[src/rtl/key_debouncer.sv]
// Two-key debouncer: 2-flop synchronizer, per-key confirm FSM, level and one-cycle press/release pulses.
// Define KEY_AUTOREPEAT_EN to add auto-repeat press pulses while a key is held.
module key_debouncer #(
   parameter int STABLE_CYCLES = 50000,
   parameter int REPEAT_DELAY  = 25000000,
   parameter int REPEAT_PERIOD = 5000000
) (
   input  logic       clk_50MHZ,
   input  logic       rst_i,
   input  logic [1:0] KEY_i,
   output logic [1:0] key_level_o,
   output logic [1:0] key_press_o,
   output logic [1:0] key_release_o
);

   localparam int CW = $clog2(STABLE_CYCLES + 1);
   // The entry sample counts as the first disagreement, so the flip happens at count STABLE_CYCLES-2.
   localparam logic [CW-1:0] C_LAST = CW'(STABLE_CYCLES - 2);
   localparam logic [CW-1:0] C_MAX  = CW'(STABLE_CYCLES);
   localparam logic [CW-1:0] C_ONE  = CW'(1);

   localparam logic [1:0] S_RELEASED     = 2'd0;
   localparam logic [1:0] S_PRESS_WAIT   = 2'd1;
   localparam logic [1:0] S_PRESSED      = 2'd2;
   localparam logic [1:0] S_RELEASE_WAIT = 2'd3;

`ifdef KEY_AUTOREPEAT_EN
   localparam int RMAX = (REPEAT_DELAY > REPEAT_PERIOD) ? REPEAT_DELAY : REPEAT_PERIOD;
   localparam int RW   = $clog2(RMAX + 1);
   localparam logic [RW-1:0] C_REP_DELAY  = RW'(REPEAT_DELAY - 1);
   localparam logic [RW-1:0] C_REP_PERIOD = RW'(REPEAT_PERIOD - 1);
   localparam logic [RW-1:0] C_REP_ONE    = RW'(1);
`endif

   logic [1:0] r_sync1;
   logic [1:0] r_sync2;

   always_ff @(posedge clk_50MHZ or posedge rst_i) begin
      if (rst_i) begin
         r_sync1 <= 2'b11;
         r_sync2 <= 2'b11;
      end else begin
         r_sync1 <= KEY_i;
         r_sync2 <= r_sync1;
      end
   end

   genvar gi;
   generate
      for (gi = 0; gi < 2; gi++) begin : g_key
         logic [1:0]    r_state;
         logic [1:0]    w_state_next;
         logic [CW-1:0] r_cnt;
         logic [CW-1:0] w_cnt_next;
         logic          w_pressed;
         logic          w_accept_press;
         logic          w_accept_release;
         logic          w_press_pulse;
         logic          r_level;
         logic          r_press;
         logic          r_release;

         assign w_pressed = ~r_sync2[gi];

         always_comb begin
            w_state_next     = r_state;
            w_cnt_next       = r_cnt;
            w_accept_press   = 1'b0;
            w_accept_release = 1'b0;
            case (r_state)
               S_RELEASED: begin
                  if (w_pressed) begin
                     w_state_next = S_PRESS_WAIT;
                     w_cnt_next   = '0;
                  end
               end
               S_PRESS_WAIT: begin
                  if (!w_pressed) begin
                     w_state_next = S_RELEASED;
                     w_cnt_next   = '0;
                  end else if (r_cnt == C_LAST) begin
                     w_state_next   = S_PRESSED;
                     w_cnt_next     = '0;
                     w_accept_press = 1'b1;
                  end else if (r_cnt != C_MAX) begin
                     w_cnt_next = r_cnt + C_ONE;
                  end
               end
               S_PRESSED: begin
                  if (!w_pressed) begin
                     w_state_next = S_RELEASE_WAIT;
                     w_cnt_next   = '0;
                  end
               end
               S_RELEASE_WAIT: begin
                  if (w_pressed) begin
                     w_state_next = S_PRESSED;
                     w_cnt_next   = '0;
                  end else if (r_cnt == C_LAST) begin
                     w_state_next     = S_RELEASED;
                     w_cnt_next       = '0;
                     w_accept_release = 1'b1;
                  end else if (r_cnt != C_MAX) begin
                     w_cnt_next = r_cnt + C_ONE;
                  end
               end
               default: begin
                  w_state_next = S_RELEASED;
                  w_cnt_next   = '0;
               end
            endcase
         end

`ifdef KEY_AUTOREPEAT_EN
         logic [RW-1:0] r_rep;
         logic          w_holding;
         logic          w_rep_pulse;

         // Repeat timer runs while the accepted state is pressed, but not on the release edge itself.
         assign w_holding   = ((r_state == S_PRESSED) || (r_state == S_RELEASE_WAIT)) && !w_accept_release;
         assign w_rep_pulse = w_holding && (r_rep == '0);

         always_ff @(posedge clk_50MHZ or posedge rst_i) begin
            if (rst_i) begin
               r_rep <= '0;
            end else if (w_accept_press) begin
               r_rep <= C_REP_DELAY;
            end else if (!w_holding) begin
               r_rep <= '0;
            end else if (r_rep == '0) begin
               r_rep <= C_REP_PERIOD;
            end else begin
               r_rep <= r_rep - C_REP_ONE;
            end
         end

         assign w_press_pulse = w_accept_press | w_rep_pulse;
`else
         assign w_press_pulse = w_accept_press;
`endif

         always_ff @(posedge clk_50MHZ or posedge rst_i) begin
            if (rst_i) begin
               r_state   <= S_RELEASED;
               r_cnt     <= '0;
               r_level   <= 1'b0;
               r_press   <= 1'b0;
               r_release <= 1'b0;
            end else begin
               r_state   <= w_state_next;
               r_cnt     <= w_cnt_next;
               r_level   <= (w_state_next == S_PRESSED) || (w_state_next == S_RELEASE_WAIT);
               r_press   <= w_press_pulse;
               r_release <= w_accept_release;
            end
         end

         assign key_level_o[gi]   = r_level;
         assign key_press_o[gi]   = r_press;
         assign key_release_o[gi] = r_release;
      end
   endgenerate

endmodule

[config.mk]
export PLATFORM = sky130hd
export DESIGN_NAME = key_debouncer
export DESIGN_NICKNAME = d
export VERILOG_FILES = /design/src/rtl/key_debouncer.sv
export SDC_FILE = /design/constraint.sdc
export NUM_CORES = 1
export LEC_CHECK = 0
export CAP_MARGIN = 20
export CORE_MARGIN = 2
export CORE_UTILIZATION = 40
export DETAILED_ROUTE_END_ITERATION = 7
export GPL_ROUTABILITY_DRIVEN = 0
export SYNTH_ARGS = -nofsm -noshare
export SYNTH_HDL_FRONTEND = slang
export SYNTH_SLANG_ARGS = --single-unit
[constraint.sdc]
create_clock -name clk_50MHZ -period 2.3 [get_ports clk_50MHZ]
set_input_delay 0.46 -clock clk_50MHZ [delete_from_list [all_inputs] [get_ports clk_50MHZ]]
set_output_delay 0.46 -clock clk_50MHZ [all_outputs]
set_load 0.02 [all_outputs]
==> flow_summary.yaml, run 1 <==
sta:
  worst_pin_slew_ns: 0.772
  period_share_pct: 87.0
  tns_ns: 0
  maxSlewViolCount: 0
  clock.fmax_mhz: 500
  rsz0062_at_grt: "false"
  hold_violations: 0
  slew_headroom_pct: 48.3
  timing.final.crit_period_ns: 2.00
  setup_viol: 0
  clock_skew_ns: 0.00671
synthesis:
  synth.avg_cell_area_um2: 9.84
  yosysUniqueCellTypes: 45
  synth_edf_count: 0
  yosys_warnings: 0
  ys.flop_type: "dfrtp_1"
  synth-seq-cells: 44
  syn_inst: 237
  yosys.area.top_type_share_pct: 42.9
  async_flop_share_pct: 100
  ys_seq_area_share_pct: 47.5
  synth_top_cell_by_area: "dfrtp_1"
  synth.cell_area_um2: 2330
  ys_top_cells_by_count: "dfrtp_1, nor2_1, nand2_1, xnor2_1, inv_1"
  synth_nets: 247
  synthTopCellsByArea: "dfrtp_1, xnor2_1, nor2_1, dfstp_2, ha_1"
  synth.most_common_cell: "dfrtp_1"
clocking:
  cts_max_level: 2
  numCtsBuffers: 5
  cts_setup_buffers: 0
  cts_max_path_buffers: 2
  cts_resized: 0
  clk_pin_slew_ns: 0.08
  hold_buffers: 0
  clock-sinks: 44
  cts_tree: "built"
  cts-root-buf: "clkbuf_8"
  clk_latency_ns: 0.30
route:
  drt_iter0_drc: 40
  drc_errors: 0
  vias_per_cell: 5.14
  antenna_left: 0
  dr.pass1.iters: 4
  wl_per_cell_um: 13.0
  wl_um: 4140
  via_count: 1634
critical_path:
  crit_cells: 5
  cp_slowest_stage_delay_ns: 0.56
  crit_required_ns: 2.47
  startpoint_type: "register"
  slowest_stage: "or4_4"
  cp_top_family: "simple AND/OR/NAND/NOR gates"
  crit_buf_inv: 0
  worst-path-max-fanout: 13
  reg2reg_from: "g_key[1].r_cnt[10]"
  path_class: "register to register"
  r2r-end: "g_key[1].r_cnt[12]"
  regToRegSetupSlack_ns: 0.30
  worstPathArrival_ns: 2.17
  crit_chain: "or4_4, nor4_4, a21oi_4, nor2_4, nor3_1"
  critPathLaunch: "g_key[1].r_cnt[10]"
  crit_path_end: "g_key[1].r_cnt[12]"
  critPathCaptureType: "register"
  ff2ff_path_depth: 5
placed_design:
  placed_area_um2: 2460
  dpl.hpwl_um: 2910
  port_buffers: 9
global_route:
  antenna_found_initial: 0
  grt_max_degree: 45
  grt.total_usage_pct: 14.8
  grt.overflow.total: 0
  grt_pass1_vias: 1617
  grt_pass1_wl_um: 7350
floorplanning:
  rows: 27
  die_w_um: 80.3
  start_util_pct: 41.8
  core_um2: 5570
  die_h_um: 80.3
  die_area_um2: 6450
  io_pins: 10
cells_and_area:
  fill_cells: 532
  regArea_um2: 1110
  multi_input_area_um2: 1110
  drive_gt1_share_pct: 8.94
  area_growth_pct: 9.88
  final_area_um2: 2560
  fin_nets: 255
  n_antenna_cell: 0
power:
  power.leakage_nw: 1.03
  powerDensity_nw_per_um2: 556
  peakVddDrop_v: 0.000231
run_status:
  status: "finished, final reports clean"
min_path:
  min_path_type: "register to register"
run:
  max_cap_violations: 0
-- state kept, by name (all words and copies together), names as in the netlist --
register         cells
r_sync1              2
g_key.r_level        2
g_key.r_state        2
r_sync2              2
g_key.r_release      2
g_key.r_cnt         32
g_key.r_press        2
-- layer usage --
metal / global-route usage [%] / routed length (µm) / vias up
met5: 0 / 0 / -
met2: 22.3 / 1810 / 24
li1: - / - / 826
met3: 3.82 / 130 / 5
met1: 19.9 / 2140 / 779
met4: 6.61 / 67 / 0
-- cells by family (layout without fill, tap and decap cells) --
logic type / Yosys count / after routing / synth area share (%)
DFF: 44 / 44 / 47.5
xor gates and xnor gates: 22 / 22 / 8.27
buffers and inverters: 22 / 31 / 4.72
AOI/OAI and AO/OA: 21 / 21 / 6.17
and+or+nand+nor: 115 / 115 / 27.2
adders and majority gates: 6 / 6 / 3.22
muxes: 7 / 7 / 3.01
-- cell usage in the layout, fill, tap and decap left out, types with 4 or more instances in the layout --
cell type	n
o31ai_1	4
and4_1	4
nor4_1	4
nand3_1	8
dfstp_2	4
clkdlybuf4s50_1	9
o21ai_0	4
ha_1	6
nand2_1	20
inv_1	11
clkbuf_8	7
a21oi_1	5
xnor2_1	20
nand4_1	5
nor2_1	39
mux2i_1	7
dfrtp_1	40
nor3_1	4
nor4b_1	5
-- worst min path at each step --
stage                    start  slack, ns    endpoint  cells past startpoint
floorplan           r_sync1[0]       0.35  r_sync2[0]                      0
global placement    r_sync1[1]       0.35  r_sync2[1]                      0
detailed placement  r_sync1[1]       0.35  r_sync2[1]                      0
CTS                 r_sync1[1]       0.36  r_sync2[1]                      0
global route        r_sync1[0]       0.36  r_sync2[0]                      0
finish              r_sync1[1]       0.36  r_sync2[1]                      0
-- report_power, final --
| group | internal (mW) | total, mW | switching (mW) | leakage (nW) |
|---|---|---|---|---|
| Sequential | 0.789 | 0.805 | 0.0161 | 0.593 |
| Combinational | 0.0325 | 0.0929 | 0.0603 | 0.384 |
| Clock | 0.274 | 0.526 | 0.251 | 0.0515 |
| Total | 1.10 | 1.42 | 0.328 | 1.03 |
-- metrics by stage --
stage / total power, mW / hold slack [ns] / utilization [%] / worst slack, ns / instances
floorplan: 0.888 / 0.345 / - / 0.463 / 237
global placement: 0.913 / 0.347 / 44.2 / 0.330 / 310
detailed placement: 0.915 / 0.347 / 44.2 / 0.286 / 310
CTS: 1.45 / 0.359 / 45.9 / 0.279 / 318
global route: 1.49 / 0.362 / 45.9 / 0.0524 / 318
finish: 1.42 / 0.359 / 45.9 / 0.300 / 318
-- final cells by class --
cell class / instances / share of cell area [%]
sequential: 44 / 43.2
clock buffer: 8 / 3.91
inverter: 12 / 1.76
multi-input combinational: 171 / 43.5
tap: 72 / 3.52
timing repair buffer: 11 / 4.10
Power figures use the tool's default switching activity.
==> run 2, diff against run 1 <==
ABC_CLOCK_PERIOD_IN_PS = 2300   (was default)
CORE_ASPECT_RATIO = 1.2   (was default)
==> run 2 against run 1 <==
Net effect: global-route usage up 0.18 points; via count up 2.6%; sequential share of layout area down 0.44 points; cell count down 2.2%; non-clock buffer count up 1; die area about the same; worst hold slack better by 0.0012 ns; register-to-register slack worse by 0.03 ns; fmax down 1.5%; power up 5.8%; critical endpoint unchanged.
==> flow_summary.yaml, run 2 (synthesized netlist as in run 1, its figures left out) <==
sta:
  whs_ns: 0.360
  setup_viol: 0
  timing.final.crit_period_ns: 2.03
  clock_skew_ns: 0.0107
  hold_violations: 0
  rsz0062_at_grt: "false"
  period_share_pct: 88.3
  tns_ns: 0
  slew_headroom_pct: 64.3
  worst_pin_slew_ns: 0.535
  clock.fmax_mhz: 492
  maxSlewViolCount: 0
route:
  via_count: 1676
  wl_per_cell_um: 13.7
  drc_errors: 0
  antenna_left: 0
  wl_um: 4260
  drt_iter0_drc: 93
  dr.pass1.iters: 4
  vias_per_cell: 5.39
power:
  total_power_mw: 1.51
  power.leakage_nw: 1.05
  peakVddDrop_v: 0.000211
  pwr-share-seq_pct: 53.5
  clkPwrFrac_pct: 40.0
  sw_frac_of_total_pct: 23.5
  p_switching_mw: 0.353
  p_comb_share_pct: 6.6
  p_int_mw: 1.15
  powerDensity_nw_per_um2: 582
clocking:
  numCtsBuffers: 5
  clk_pin_slew_ns: 0.09
  clock-sinks: 44
  cts_setup_buffers: 0
  cts_max_path_buffers: 2
  cts_resized: 0
  cts_tree: "built"
  clk_latency_ns: 0.30
  cts-root-buf: "clkbuf_8"
  hold_buffers: 0
  cts_max_level: 2
cells_and_area:
  fin_nets: 256
  layout_commonest_cell: "dfrtp_1"
  n_antenna_cell: 0
  layout_common_cells: "dfrtp_1, nor2_1, xnor2_1, nand2_1, inv_1"
  drive_gt1_share_pct: 9.72
  fill_cells: 549
  largest_reg_flops: 32
  regMostFlops: "g_key.r_cnt"
  area_growth_pct: 11.0
critical_path:
  path_class: "register to register"
  cp_slowest_stage_delay_ns: 0.57
  ff2ff_path_depth: 5
  worstPathArrival_ns: 2.20
  slowest_stage: "or4_4"
  crit_chain: "or4_4, nor4_4, a21oi_4, nor2_4, nor3_1"
  worst-path-max-fanout: 13
  critPathCaptureType: "register"
  crit_required_ns: 2.47
  startpoint_type: "register"
floorplanning:
  start_util_pct: 41.4
  io_pins: 10
  die_h_um: 87.6
  die_area_um2: 6460
  rows: 30
  core_um2: 5630
  die_w_um: 73.7
min_path:
  min_delay_path_depth: 0
  min_path_type: "register to register"
run_status:
  status: "finished, final reports clean"
placed_design:
  port_buffers: 9
  dpl.hpwl_um: 2970
global_route:
  grt_pass1_wl_um: 7650
  grt_max_degree: 45
  antenna_found_initial: 0
  grt.total_usage_pct: 15.0
  grt.overflow.total: 0
  grt_pass1_vias: 1620
run:
  max_cap_violations: 0
run 2: cell types whose count changed in the layout (fill, tap and decap cells not counted):
cell | previous run | this run
buf_12 | 0 | 1
bufinv_16 | 0 | 1
clkbuf_1 | 1 | 0
clkbuf_8 | 7 | 5
clkinv_4 | 0 | 2
run 2: power by group through the flow:
stage	Sequential, mW	Clock (mW)	Combinational [mW]
after CTS	0.805	0.624	0.101
after global placement	0.819	0	0.100
after floorplan	0.816	0	0.0715
after detailed placement	0.820	0	0.100
final	0.805	0.602	0.0987
after global routing	0.808	0.659	0.113
run 2: final cells by class:
class | count | area [µm²] | share of cell area, %
clock inverter | 3 | 47.5 | 1.84
tap | 64 | 80.1 | 3.09
sequential | 44 | 1110 | 42.7
multi-input combinational | 171 | 1110 | 43.1
inverter | 12 | 45.0 | 1.74
timing repair buffer | 12 | 125 | 4.84
clock buffer | 5 | 68.8 | 2.66
run 2: final timing paths:
path                                     from            endpoint  slack [ns]
max                        g_key[1].r_cnt[10]  g_key[1].r_cnt[12]        0.27
min                                r_sync1[1]          r_sync2[1]        0.36
max reg2reg                g_key[1].r_cnt[10]  g_key[1].r_cnt[12]        0.27
min reg2reg                        r_sync1[1]          r_sync2[1]        0.36
max in group asynchronous               rst_i          r_sync1[1]        1.54
min in group asynchronous               rst_i  g_key[0].r_cnt[13]        0.50
run 2: metrics by stage:
stage               util [%]  instance area (µm²)  instances  setup WS [ns]
finish                  46.0                 2590        311          0.269
detailed placement      43.9                 2470        303          0.264
global route            46.0                 2590        311        0.00118
CTS                     46.0                 2590        311          0.248
floorplan                  -                 2330        237          0.463
global placement        43.9                 2470        303          0.307
run 2: critical path, delay by kind of cell, from the launching register on:
kind / cells / cell delay (ns)
simple gates: 4 / 1.35
compound gates: 1 / 0.14
flops: 1 / 0.42
run 2: metal layers:
metal / global-route usage [%] / wire length [µm] / up-vias / share of wire (%)
li1: - / - / 834 / -
met1: 20.8 / 2070 / 816 / 48
met2: 22.7 / 2030 / 17 / 48
met3: 3.22 / 89 / 9 / 2.1
met4: 5.95 / 80 / 0 / 1.9
met5: 0 / 0 / - / 0
==> run 3, diff against run 2 <==
MAX_ROUTING_LAYER = met4   (was default)
==> run 3 against run 2 <==
Net effect: utilization did not move; clock power barely moved; via count rose by 0.36%; flip-flop and latch count did not move; wire length fell by 0.21%; non-clock buffer count did not move; sequential share of layout area did not move; first-iteration DRC count rose by 1.1%; sequential power barely moved; power barely moved; critical path type unchanged; largest power group unchanged.
==> flow_summary.yaml, run 3 (synthesized netlist as in run 1, its figures left out) <==
run_status:
  status: "finished, final reports clean"
sta:
  clock_skew_ns: 0.0105
  timing.final.crit_period_ns: 2.03
  tns_ns: 0
  clock.fmax_mhz: 492
  setup_viol: 0
  worst_pin_slew_ns: 0.533
  period_share_pct: 88.3
  hold_violations: 0
  slew_headroom_pct: 64.4
  rsz0062_at_grt: "false"
  maxSlewViolCount: 0
power:
  power.leakage_nw: 1.05
  clkPwrFrac_pct: 39.9
  pwr-share-seq_pct: 53.5
  p_int_mw: 1.15
  p_comb_share_pct: 6.6
  peakVddDrop_v: 0.000210
  powerDensity_nw_per_um2: 582
  p_switching_mw: 0.352
  sw_frac_of_total_pct: 23.4
global_route:
  grt_pass1_vias: 1625
  gr-usage-met1_pct: 20.7
  use_met3_pct: 3.22
  grt.overflow.total: 0
  grt_pass1_wl_um: 7640
  antenna_found_initial: 0
  met2_usage_pct: 22.7
  top_usage_layer: "met2"
  grt_max_degree: 45
  grt.total_usage_pct: 15.4
floorplanning:
  io_pins: 10
  rows: 30
  start_util_pct: 41.4
  die_w_um: 73.7
  die_area_um2: 6460
  core_um2: 5630
  die_h_um: 87.6
cells_and_area:
  drive_gt1_share_pct: 9.72
  regMostFlops: "g_key.r_cnt"
  layout_commonest_cell: "dfrtp_1"
  n_antenna_cell: 0
  final_area_um2: 2590
  fin_nets: 256
  area_growth_pct: 11.0
  largest_reg_flops: 32
  layout_common_cells: "dfrtp_1, nor2_1, xnor2_1, nand2_1, inv_1"
critical_path:
  path_class: "register to register"
  worstPathArrival_ns: 2.20
  critPathCaptureType: "register"
  regToRegSetupSlack_ns: 0.27
  r2r-end: "g_key[1].r_cnt[12]"
  critPathLaunch: "g_key[1].r_cnt[10]"
  ff2ff_path_depth: 5
  reg2reg_from: "g_key[1].r_cnt[10]"
  worst-path-max-fanout: 13
  crit_required_ns: 2.47
  startpoint_type: "register"
min_path:
  min_to: "r_sync2[1]"
  min_from: "r_sync1[1]"
  min_path_type: "register to register"
  min_delay_path_depth: 0
clocking:
  cts_max_path_buffers: 2
  clk_latency_ns: 0.30
  cts_tree: "built"
  hold_buffers: 0
  clock-sinks: 44
  cts_resized: 0
  cts_max_level: 2
  numCtsBuffers: 5
  cts_setup_buffers: 0
  cts-root-buf: "clkbuf_8"
  clk_pin_slew_ns: 0.09
route:
  vias_per_cell: 5.41
  via_count: 1682
  wl_per_cell_um: 13.7
  antenna_left: 0
  drt_iter0_drc: 94
  wl_um: 4260
  drc_errors: 0
  dr.pass1.iters: 4
run:
  max_cap_violations: 0
placed_design:
  port_buffers: 9
  placed_area_um2: 2470
  dpl.hpwl_um: 2970
-- run 3: cell counts in the layout (fill, tap and decap cells not counted) --
Identical to the previous run, type by type.
-- run 3: how the worst max path moves through the flow --
stage                         endpoint  slack, ns  cells past startpoint
floorplan            g_key[1].r_cnt[8]       0.46                      6
global placement    g_key[1].r_cnt[12]       0.31                      5
detailed placement  g_key[1].r_cnt[12]       0.26                      5
CTS                 g_key[1].r_cnt[12]       0.25                      5
global route         g_key[0].r_cnt[5]      0.001                      5
finish              g_key[1].r_cnt[12]       0.27                      5
-- run 3: cell type report --
cell class | instances | area, µm²
Clock inverter | 3 | 47.5
Tap cell | 64 | 80.1
Clock buffer | 5 | 68.8
Fill cell | 549 | 3040
Multi-Input combinational cell | 171 | 1110
Timing Repair Buffer | 12 | 125
Sequential cell | 44 | 1110
Inverter | 12 | 45.0
-- run 3: layer usage --
layer / part of all wire (%) / wire (µm) / up-vias
met3: 2.2 / 95 / 9
met4: 1.9 / 79 / 0
met2: 47 / 2020 / 21
met5: 0 / 0 / -
li1: - / - / 834
met1: 48 / 2060 / 818
-- run 3: critical path, stage by stage (launching register included) --
cell and delay, ns:
dfrtp_1 0.42, or4_4 0.57, nor4_4 0.37, a21oi_4 0.14, nor2_4 0.32, nor3_1 0.10
-- run 3: power by group through the flow --
stage / clock network, mW / registers [mW] / logic (mW)
2_1_floorplan: 0 / 0.816 / 0.0715
5_1_grt: 0.659 / 0.808 / 0.113
4_1_cts: 0.624 / 0.805 / 0.101
3_5_place_dp: 0 / 0.820 / 0.100
3_3_place_gp: 0 / 0.819 / 0.100
6_report: 0.601 / 0.805 / 0.0987
-- run 3: through the flow --
step           utilization [%]  hold WS, ns  std cells  setup slack, ns  power, mW
5_1_grt                   46.0        0.364        311          0.00118       1.58
4_1_cts                   46.0        0.361        311            0.248       1.53
3_5_place_dp              43.9        0.348        303            0.264      0.920
3_3_place_gp              43.9        0.346        303            0.307      0.919
2_1_floorplan                -        0.345        237            0.463      0.888
6_report                  46.0        0.360        311            0.268       1.50
